File: src/rtl/tetris_field_buffer_if.sv
// -----------------------------------------------------------------------------
// tetris_field_buffer_if
//
// Bundles every non-clock signal of tetris_field_buffer:
//   renderer side : x_coord, y_coord, draw_finish -> coord_value
//   game side     : wr_req/wr_x/wr_y/wr_val -> wr_ack
//                   clr_req/clr_row         -> clr_done
//                   commit_req              -> commit_done
//   status        : busy, dbg_state (raw FSM state for observation)
//   optional      : row_full[FIELD_H-1:0], present only when FIELD_ROW_FULL_EN
//                   is defined.
//
// Handshake: a request (wr_req, clr_req, commit_req) is level-held by the
// requester and is taken only while the buffer is idle; the buffer answers with
// a one-cycle pulse (wr_ack, clr_done, commit_done) in the cycle after the
// completing edge, after which the requester drops or re-issues its request.
//
// Modports: slave = the field buffer, master = game logic + renderer.
// -----------------------------------------------------------------------------
interface tetris_field_buffer_if
`ifdef FIELD_ROW_FULL_EN
#(
    parameter int FIELD_H = 20
)
`endif
;
    // Renderer read port
    logic [7:0] x_coord;
    logic [7:0] y_coord;
    logic       coord_value;
    logic       draw_finish;

    // Back-buffer write port
    logic       wr_req;
    logic [3:0] wr_x;
    logic [4:0] wr_y;
    logic       wr_val;
    logic       wr_ack;

    // Row clear
    logic       clr_req;
    logic [4:0] clr_row;
    logic       clr_done;

    // Commit
    logic       commit_req;
    logic       commit_done;

    // Status
    logic       busy;
    logic [1:0] dbg_state;

`ifdef FIELD_ROW_FULL_EN
    logic [FIELD_H-1:0] row_full;
`endif

    modport slave (
        input  x_coord, y_coord, draw_finish,
        input  wr_req, wr_x, wr_y, wr_val,
        input  clr_req, clr_row,
        input  commit_req,
        output coord_value, wr_ack, clr_done, commit_done, busy, dbg_state
`ifdef FIELD_ROW_FULL_EN
        , output row_full
`endif
    );

    modport master (
        output x_coord, y_coord, draw_finish,
        output wr_req, wr_x, wr_y, wr_val,
        output clr_req, clr_row,
        output commit_req,
        input  coord_value, wr_ack, clr_done, commit_done, busy, dbg_state
`ifdef FIELD_ROW_FULL_EN
        , input row_full
`endif
    );

endinterface

File: src/rtl/tetris_field_buffer.sv
// -----------------------------------------------------------------------------
// tetris_field_buffer
//
// Double-buffered Tetris playfield. The game edits a private back buffer (cell
// writes and row clears); a commit copies the whole back buffer into the front
// buffer on the renderer's draw_finish pulse, so a frame never shows a
// half-applied move. The renderer reads the front buffer combinationally.
//
// Ports:
//   vga_clk  in  sole clock, rising edge
//   rst_n    in  synchronous active-low reset (clears both buffers, FSM idle)
//   bus      slave modport of tetris_field_buffer_if:
//     x_coord/y_coord in, coord_value out  : front[y][x], 0 when out of range
//     draw_finish in                       : end-of-frame pulse
//     wr_req/wr_x/wr_y/wr_val in, wr_ack   : back-buffer cell write
//     clr_req/clr_row in, clr_done         : remove a row, rows above drop by 1
//     commit_req in, commit_done           : publish back buffer at next frame
//     busy out                             : FSM not idle
//     dbg_state out                        : raw FSM state
//     row_full out (FIELD_ROW_FULL_EN only): per-row all-ones flag of back
//
// Optional feature macro: FIELD_ROW_FULL_EN.
// -----------------------------------------------------------------------------
module tetris_field_buffer #(
    parameter int FIELD_W = 10,
    parameter int FIELD_H = 20
) (
    input  logic                    vga_clk,
    input  logic                    rst_n,
    tetris_field_buffer_if.slave    bus
);

    // Range limits sized to the port that is compared against them.
    localparam logic [7:0] RD_W_LIM  = 8'(FIELD_W);
    localparam logic [7:0] RD_H_LIM  = 8'(FIELD_H);
    localparam logic [3:0] WR_W_LIM  = 4'(FIELD_W);
    localparam logic [4:0] WR_H_LIM  = 5'(FIELD_H);

    typedef enum logic [1:0] {
        IDLE       = 2'd0,
        SHIFT      = 2'd1,
        WAIT_FRAME = 2'd2
    } state_t;

    state_t             state_q, state_d;
    logic [4:0]         cnt_q, cnt_d;
    logic               wr_ack_q, wr_ack_d;
    logic               clr_done_q, clr_done_d;
    logic               commit_done_q, commit_done_d;

    logic [FIELD_W-1:0] front_q [FIELD_H];
    logic [FIELD_W-1:0] front_d [FIELD_H];
    logic [FIELD_W-1:0] back_q  [FIELD_H];
    logic [FIELD_W-1:0] back_d  [FIELD_H];

    logic               wr_in_range;
    logic               clr_in_range;
    logic               rd_in_range;

    assign wr_in_range  = (bus.wr_x < WR_W_LIM) && (bus.wr_y < WR_H_LIM);
    assign clr_in_range = (bus.clr_row < WR_H_LIM);
    assign rd_in_range  = (bus.x_coord < RD_W_LIM) && (bus.y_coord < RD_H_LIM);

    // -------------------------------------------------------------------------
    // Next-state logic: FSM plus buffer edits.
    // -------------------------------------------------------------------------
    always_comb begin
        state_d       = state_q;
        cnt_d         = cnt_q;
        wr_ack_d      = 1'b0;
        clr_done_d    = 1'b0;
        commit_done_d = 1'b0;
        back_d        = back_q;
        front_d       = front_q;

        case (state_q)
            IDLE: begin
                // Fixed priority: clear > commit > write. Losers are simply
                // not taken this cycle; their requesters keep holding.
                if (bus.clr_req) begin
                    if (clr_in_range) begin
                        cnt_d   = bus.clr_row;
                        state_d = SHIFT;
                    end else begin
                        // Nothing to remove, finish immediately.
                        clr_done_d = 1'b1;
                    end
                end else if (bus.commit_req) begin
                    state_d = WAIT_FRAME;
                end else if (bus.wr_req) begin
                    // Out-of-range writes are acknowledged but dropped.
                    wr_ack_d = 1'b1;
                    if (wr_in_range) begin
                        back_d[bus.wr_y][bus.wr_x] = bus.wr_val;
                    end
                end
            end

            SHIFT: begin
                // Walk from the cleared row up to the top, pulling each row
                // down from the one above; the top row becomes empty.
                if (cnt_q != 5'd0) begin
                    back_d[cnt_q] = back_q[cnt_q - 5'd1];
                    cnt_d         = cnt_q - 5'd1;
                end else begin
                    back_d[0]  = '0;
                    clr_done_d = 1'b1;
                    state_d    = IDLE;
                end
            end

            WAIT_FRAME: begin
                // Whole-field copy happens on the frame boundary only.
                if (bus.draw_finish) begin
                    front_d       = back_q;
                    commit_done_d = 1'b1;
                    state_d       = IDLE;
                end
            end

            default: begin
                state_d = IDLE;
            end
        endcase
    end

    // -------------------------------------------------------------------------
    // State registers. Reset abandons any operation in flight without a done.
    // -------------------------------------------------------------------------
    always_ff @(posedge vga_clk) begin
        if (!rst_n) begin
            state_q       <= IDLE;
            cnt_q         <= '0;
            wr_ack_q      <= 1'b0;
            clr_done_q    <= 1'b0;
            commit_done_q <= 1'b0;
            for (int r = 0; r < FIELD_H; r++) begin
                front_q[r] <= '0;
                back_q[r]  <= '0;
            end
        end else begin
            state_q       <= state_d;
            cnt_q         <= cnt_d;
            wr_ack_q      <= wr_ack_d;
            clr_done_q    <= clr_done_d;
            commit_done_q <= commit_done_d;
            for (int r = 0; r < FIELD_H; r++) begin
                front_q[r] <= front_d[r];
                back_q[r]  <= back_d[r];
            end
        end
    end

    // -------------------------------------------------------------------------
    // Outputs
    // -------------------------------------------------------------------------
    // Unregistered read: the renderer samples in the same cycle it presents
    // the coordinate.
    assign bus.coord_value = rd_in_range ?
                             front_q[bus.y_coord[4:0]][bus.x_coord[3:0]] : 1'b0;

    assign bus.wr_ack      = wr_ack_q;
    assign bus.clr_done    = clr_done_q;
    assign bus.commit_done = commit_done_q;
    assign bus.busy        = (state_q != IDLE);
    assign bus.dbg_state   = state_q;

`ifdef FIELD_ROW_FULL_EN
    // Gated by rst_n so the flags read 0 for the whole time reset is held,
    // not just after the first reset edge.
    for (genvar r = 0; r < FIELD_H; r++) begin : g_row_full
        assign bus.row_full[r] = rst_n & (&back_q[r]);
    end
`endif

endmodule
File: src/flat_wrapper.sv
// flat-port wrapper written by rule: the top's interface ports become plain ports
module tetris_field_buffer_flat 
#(
    parameter int FIELD_W = 10,
    parameter int FIELD_H = 20
)
  (vga_clk, rst_n, bus_x_coord, bus_y_coord, bus_draw_finish, bus_wr_req, bus_wr_x, bus_wr_y, bus_wr_val, bus_clr_req, bus_clr_row, bus_commit_req, bus_coord_value, bus_wr_ack, bus_clr_done, bus_commit_done, bus_busy, bus_dbg_state);
  tetris_field_buffer_if bus_i ();
  input  logic vga_clk;
  input  logic rst_n;
  input wire logic [$bits(bus_i.x_coord)-1:0] bus_x_coord;
  input wire logic [$bits(bus_i.y_coord)-1:0] bus_y_coord;
  input wire logic [$bits(bus_i.draw_finish)-1:0] bus_draw_finish;
  input wire logic [$bits(bus_i.wr_req)-1:0] bus_wr_req;
  input wire logic [$bits(bus_i.wr_x)-1:0] bus_wr_x;
  input wire logic [$bits(bus_i.wr_y)-1:0] bus_wr_y;
  input wire logic [$bits(bus_i.wr_val)-1:0] bus_wr_val;
  input wire logic [$bits(bus_i.clr_req)-1:0] bus_clr_req;
  input wire logic [$bits(bus_i.clr_row)-1:0] bus_clr_row;
  input wire logic [$bits(bus_i.commit_req)-1:0] bus_commit_req;
  output wire logic [$bits(bus_i.coord_value)-1:0] bus_coord_value;
  output wire logic [$bits(bus_i.wr_ack)-1:0] bus_wr_ack;
  output wire logic [$bits(bus_i.clr_done)-1:0] bus_clr_done;
  output wire logic [$bits(bus_i.commit_done)-1:0] bus_commit_done;
  output wire logic [$bits(bus_i.busy)-1:0] bus_busy;
  output wire logic [$bits(bus_i.dbg_state)-1:0] bus_dbg_state;
  assign bus_i.x_coord = bus_x_coord;
  assign bus_i.y_coord = bus_y_coord;
  assign bus_i.draw_finish = bus_draw_finish;
  assign bus_i.wr_req = bus_wr_req;
  assign bus_i.wr_x = bus_wr_x;
  assign bus_i.wr_y = bus_wr_y;
  assign bus_i.wr_val = bus_wr_val;
  assign bus_i.clr_req = bus_clr_req;
  assign bus_i.clr_row = bus_clr_row;
  assign bus_i.commit_req = bus_commit_req;
  assign bus_coord_value = bus_i.coord_value;
  assign bus_wr_ack = bus_i.wr_ack;
  assign bus_clr_done = bus_i.clr_done;
  assign bus_commit_done = bus_i.commit_done;
  assign bus_busy = bus_i.busy;
  assign bus_dbg_state = bus_i.dbg_state;
  tetris_field_buffer #(.FIELD_W(FIELD_W), .FIELD_H(FIELD_H)) u_core (.vga_clk(vga_clk), .rst_n(rst_n), .bus(bus_i));
endmodule
File: config.mk
export PLATFORM = sky130hd
export DESIGN_NAME = tetris_field_buffer_flat
export DESIGN_NICKNAME = d
export VERILOG_FILES = /design/src/rtl/tetris_field_buffer_if.sv /design/src/rtl/tetris_field_buffer.sv /design/src/flat_wrapper.sv
export SDC_FILE = /design/constraint.sdc
export NUM_CORES = 1
export LEC_CHECK = 0
export ABC_AREA = 1
export CORE_MARGIN = 1.5
export CORE_UTILIZATION = 30
export DETAILED_ROUTE_END_ITERATION = 8
export PLACE_DENSITY = 0.54
export SETUP_SLACK_MARGIN = 0.2
export SLEW_MARGIN = 25
export SYNTH_ARGS = -nofsm -noshare
export SYNTH_HDL_FRONTEND = slang
export SYNTH_SLANG_ARGS = --single-unit
File: constraint.sdc
create_clock -name vga_clk -period 3.56 [get_ports vga_clk]
set_input_delay 1.068 -clock vga_clk [delete_from_list [all_inputs] [get_ports vga_clk]]
set_output_delay 1.068 -clock vga_clk [all_outputs]
set_load 0.01 [all_outputs]
* Yosys cells after proc, flatten, opt, wreduce, memory -nomap -nowiden
Cells that the tools add are included. W data, S select, Z words.
Operators by class: add/sub/neg operators 1, magnitude comparators 14, equal/unequal tests 13, muxes and demuxes 40, bitwise operators 6, reduce and logical (&&, ||, !) cells 16
Operators with widths (number):
- $mux W200 | 4
- $bwmux W200 | 2
- $pmux W200 S2 | 1
- $mux W190 | 1
- $bmux W10 S5 | 2
- $demux W10 S5 | 2
- $mux W10 | 7
- $ge A6 B6 Y1 const B | 4
- $not A5 Y6 | 4
- $mux W5 | 3
- $lt A6 B1 Y1 const B | 2
- $ne A2 B2 Y1 const B | 6
- $lt A4 B5 Y1 const B | 2
- $lt A5 B5 Y1 const B | 2
- $mux W2 | 5
- $pmux W5 S2 | 1
- $lt A8 B4 Y1 const B | 1
- $lt A8 B5 Y1 const B | 1
- $mux W1 | 8
- $reduce_and A4 Y1 | 2
- $ne A2 B1 Y1 const B | 3
- $pmux W2 S3 | 1
- $reduce_and A6 Y1 | 1
- $logic_and A1 B1 Y1 | 5
- other kinds (17) | 20
Word-level totals: bits in registers 410, bits of input ports 37, output and inout port bits 7, logic and storage cells 135

* Logic depth before layout (Yosys ltp)
depth in word-level cells 12, depth in mapped cells 18, gate-level depth less buffers 14

* Worst setup path before layout
Ideal clock, no wire load.
path type input -> output, start input bus_y_coord[0], end output bus_coord_value, arrival time 2.363 ns, data required time 2.492 ns, setup slack 0.129 ns, stages 12, buffers on the path 2, path through clkbuf_1 > clkbuf_1 > a21oi_1 > o21ai_0 > nand3_1 > nand2_1 > inv_1 > nand2_1 > nand3_1 > nand3_1 > nand3_1 > a21oi_1
On the way: longest elaborated chain between the ends 7, elaborated cells between the ends (all ways) 9, those cells by class order compare (1); mux (6); bitwise (1); reduce/logical (1)
Ends and longest elaborated chain:
- from (decl) | line flat_wrapper.sv:12 | input wire logic [$bits(bus_i.y_coord)-1:0] bus_y_coord;
- $not A5 Y6 (implied by the code) | line tetris_field_buffer.sv:160 | front_q[bus.y_coord[4:0]][bus.x_coord[3:0]] : 1'b0;
- $bmux W10 S5 | line tetris_field_buffer.sv:160
- $mux W10 (implied by the code) (2 in series) | line tetris_field_buffer.sv:160
- $bmux W1 S4 | line tetris_field_buffer.sv:160
- $mux W1 (implied by the code) | line tetris_field_buffer.sv:160
- $mux W1 (*) | line tetris_field_buffer.sv:159 | assign bus.coord_value = rd_in_range ?
- to (decl) | line flat_wrapper.sv:21 | output wire logic [$bits(bus_i.coord_value)-1:0] bus_coord_value;
Mark *: on every way between the ends. The rest lies on a longest branch, timed or not. The select of a mux whose other input is x is not followed.

* Final worst setup path
Ends and elaborated chain as after synthesis.

==> key figures <==
CTS
  – CTS tree: done
  – Clk buf depth: 3
  – Clk pin slew, worst setup/hold paths: roughly 0.06 ns
  – Root Driver: clkbuf_16
  – Total CTS buffers: 50
  – Hold-fix buffers, CTS: 0
  – # clock sinks: between 400 and 500
  – Clock latency on the worst-skew pair: 0.62 ns
  – # H-tree levels: 2

Timing
  – Final min period: between 3 and 4 ns
  – Final Cycle Share: 1.077
  – Setup TNS: -0.2750 ns
  – Worst slew margin: 0.2682
  – Final Setup Violations: 1
  – RSZ-0062 raised after global routing: yes
  – Slew @ Worst Pin: ~1.1 ns
  – Final hold violation count: 0
  – F_max: 0.2608 GHz
  – Max Clock Skew: roughly 0.028 ns
  – Final Max Tran Viols: 0
  – Setup WS post-layout: -0.2750 ns

Pwr
  – Leak Pwr: 0.01193 uW
  – Peak supply drop: 432.5 uV
  – Power density over the cells: roughly 570 nW/um2

Routing
  – DRC viols: 0
  – Vias per Instance: between 5 and 6
  – TritonRoute pass-1 iters: 6
  – Via count of the routed design: 25920
  – WL final: 101900 um
  – Average routed wire per standard cell: around 21 um
  – Post-route ant nets: 0
  – Initial drt markers: between 3000 and 4000

Run
  – Max-cap violations: 0

Synthesis
  – Synthesis-stage register bit count: slightly above 400
  – Seq/Total Area, Yosys: 0.3467
  – Synthesized cell area: 23670 um2
  – Ys flop type: dfxtp_1
  – Mean Syn Cell Area: ~6.5 um2
  – Synthesized instance count: between 3000 and 4000
  – Cell variety after synth: 40
  – Number of flops mapped to enable cells by yosys: 0
  – Syn nets: ~3700
  – Syn. warnings: 0
  – Ys async rst share: 0

Critical path
  – CP max stage delay: around 0.20 ns
  – CP Launch Type: input pin
  – CP Max Fanout: 5
  – Critical-path top delay cell: a21oi_4
  – Setup crit start: bus_y_coord[0]
  – Worst Path Arrival: approximately 2.8 ns
  – Reg-to-reg startpoint: u_core.cnt_q[1]$_SDFFE_PN0P_
  – Path type of the worst setup path: in -> out
  – Crit path required time: about 2.5 ns
  – CP endpoint kind: primary output
  – Cell chain of the critical path: buf_12, buf_12, clkbuf_16, nand2_1, o211ai_1, nand3_1, nand3_1, nand2_1, nand2_1, nand2_1, nand3_1, nand3_1, nand3_2, a21oi_4, buf_6

Final layout
  – Layout cells sized above 1: 0.1024
  – Post-layout util: 0.3653
  – # nets final: around 3700
  – # diodes: 0
  – P&R area growth vs syn: 19.94%

Die
  – Row cnt: between 100 and 150
  – Die Ht: between 200 and 300 um
  – Ports: 44
  – Die area: between 80000 and 90000 um2
  – Core Box Area: 77720 um2
  – Width of the die: 283.9 um
  – Initial core utilization: 0.3046

Min path
  – HP Class: reg -> reg
  – Worst Hold Launch: u_core.front_q[129]$_SDFFE_PN0P_

Status
  – Status: complete, but fails checks
  – Failing checks: setup timing

Global route
  – Largest net degree at the start of global routing: 108
  – Number of global-route vias before repair: approximately 23000
  – Gr ovfl total: 0
  – Total GRT Usage: 0.2453
  – Initial antenna violation count: 0
  – First-pass GRT wire length: between 150000 and 200000 um

Place
  – Routability cong.: just under 1
  – Post-DP HPWL: 67420 um
  – IO buf count: 43
-- path summary, 6_finish.rpt --
kind / end / slack, ns / cells after the start
setup reg to reg: u_core.back_q[33]$_SDFFE_PN0P_ / 0.50 / 9
hold / removal: u_core.front_q[129]$_SDFFE_PN0P_ / 0.44 / 2
hold reg to reg: u_core.front_q[129]$_SDFFE_PN0P_ / 0.44 / 2
setup / recovery: bus_coord_value / -0.27 / 15
-- registers in the layout (all words and copies together) (netlist names) --
| register | count |
|---|---|
| u_core.bus.wr_ack | 1 |
| u_core.bus.clr_done | 1 |
| u_core.cnt_q | 5 |
| u_core.bus.dbg_state | 2 |
| u_core.front_q | 200 |
| u_core.back_q | 200 |
| u_core.bus.commit_done | 1 |
-- power breakdown --
group | total [uW] | switching (uW) | internal (uW)
combinational | 5910 | 4240 | 1670
clock | 5070 | 2170 | 2900
sequential | 5160 | 200 | 4960
-- cell usage after synthesis, types with 54 or more instances --
library cell,instances,area [um2]
a21oi_1,590,2953
a22oi_1,66,495.5
buf_2,54,270.3
clkbuf_1,170,638.1
dfxtp_1,410,8208
inv_1,500,1877
nand2_1,645,2421
nand3_1,183,915.9
nor2_1,172,645.6
o211ai_1,168,1261
o21ai_0,372,1862
o21ai_1,112,560.5
-- area by class of cell --
cell class | count | area (um2)
flip-flops and latches | 410 | 8212
multi-input cells | 2454 | 12510
clock buffers | 75 | 1455
clock inverters | 12 | 135.1
inverters | 533 | 2024
fillers | 8281 | 49330
repair buffers | 238 | 2754
well taps | 1040 | 1301
-- worst max-delay path: cells and delay by family --
family / cells / cell delay (ns)
and+or+nand+nor: 9 / 0.79
AOI/OAI and AO/OA: 2 / 0.32
buffers and inverters: 4 / 0.56
-- layout by cell type, fill, tap and decap left out, types with 126 or more instances in the layout --
| cell | synthesis | final |
|---|---|---|
| nand2_1 | 645 | 626 |
| a21oi_1 | 590 | 589 |
| inv_1 | 500 | 498 |
| dfxtp_1 | 410 | 409 |
| o21ai_0 | 372 | 355 |
| nor2_1 | 172 | 171 |
| o211ai_1 | 168 | 168 |
| nand3_1 | 183 | 155 |
| buf_4 | 12 | 129 |
| o21ai_1 | 112 | 126 |
-- per-stage QoR --
stage	area (um2)	worst slack (ns)	power (uW)	cells	hold slack, ns
2_1_floorplan	23700	0.2207	8351	3663	0.4205
3_3_place_gp	26140	-1.046	10900	4660	0.4299
3_5_place_dp	26140	-1.038	10900	4660	0.4348
4_1_cts	28140	-0.2847	16020	4757	0.4439
5_1_grt	28390	-0.3516	16730	4762	0.4611
6_report	28390	-0.2750	16140	4762	0.4423
-- metal layers --
layer  vias to the layer above  part of all wire  GRT usage
met2                      1160              0.43     0.3755
met5                         -                 0          0
met4                         0             0.047     0.1037
met3                       216             0.078    0.03513
li1                      12360                 -          -
met1                     12180              0.44     0.3422
-- what timing repair did --
item / 4_1_cts / 5_1_grt
pin swaps: 15 / 21
gates cloned: 7 / 4
endpoints found under the setup margin: 1 / 1
buffers inserted: 3 / 1
hold endpoints to repair: 0 / 0
resized for setup: 77 / 42
-- kinds of logic after synthesis --
family	synth area share
AOI/OAI and AO/OA	0.3292
and+or+nand+nor	0.1818
buffers and inverters	0.1368
DFF	0.3467
adders and majority gates	0.002643
xor gates and xnor gates	0.002061
muxes	0.0008457
Note: power is estimated with default switching activity, not from simulation.
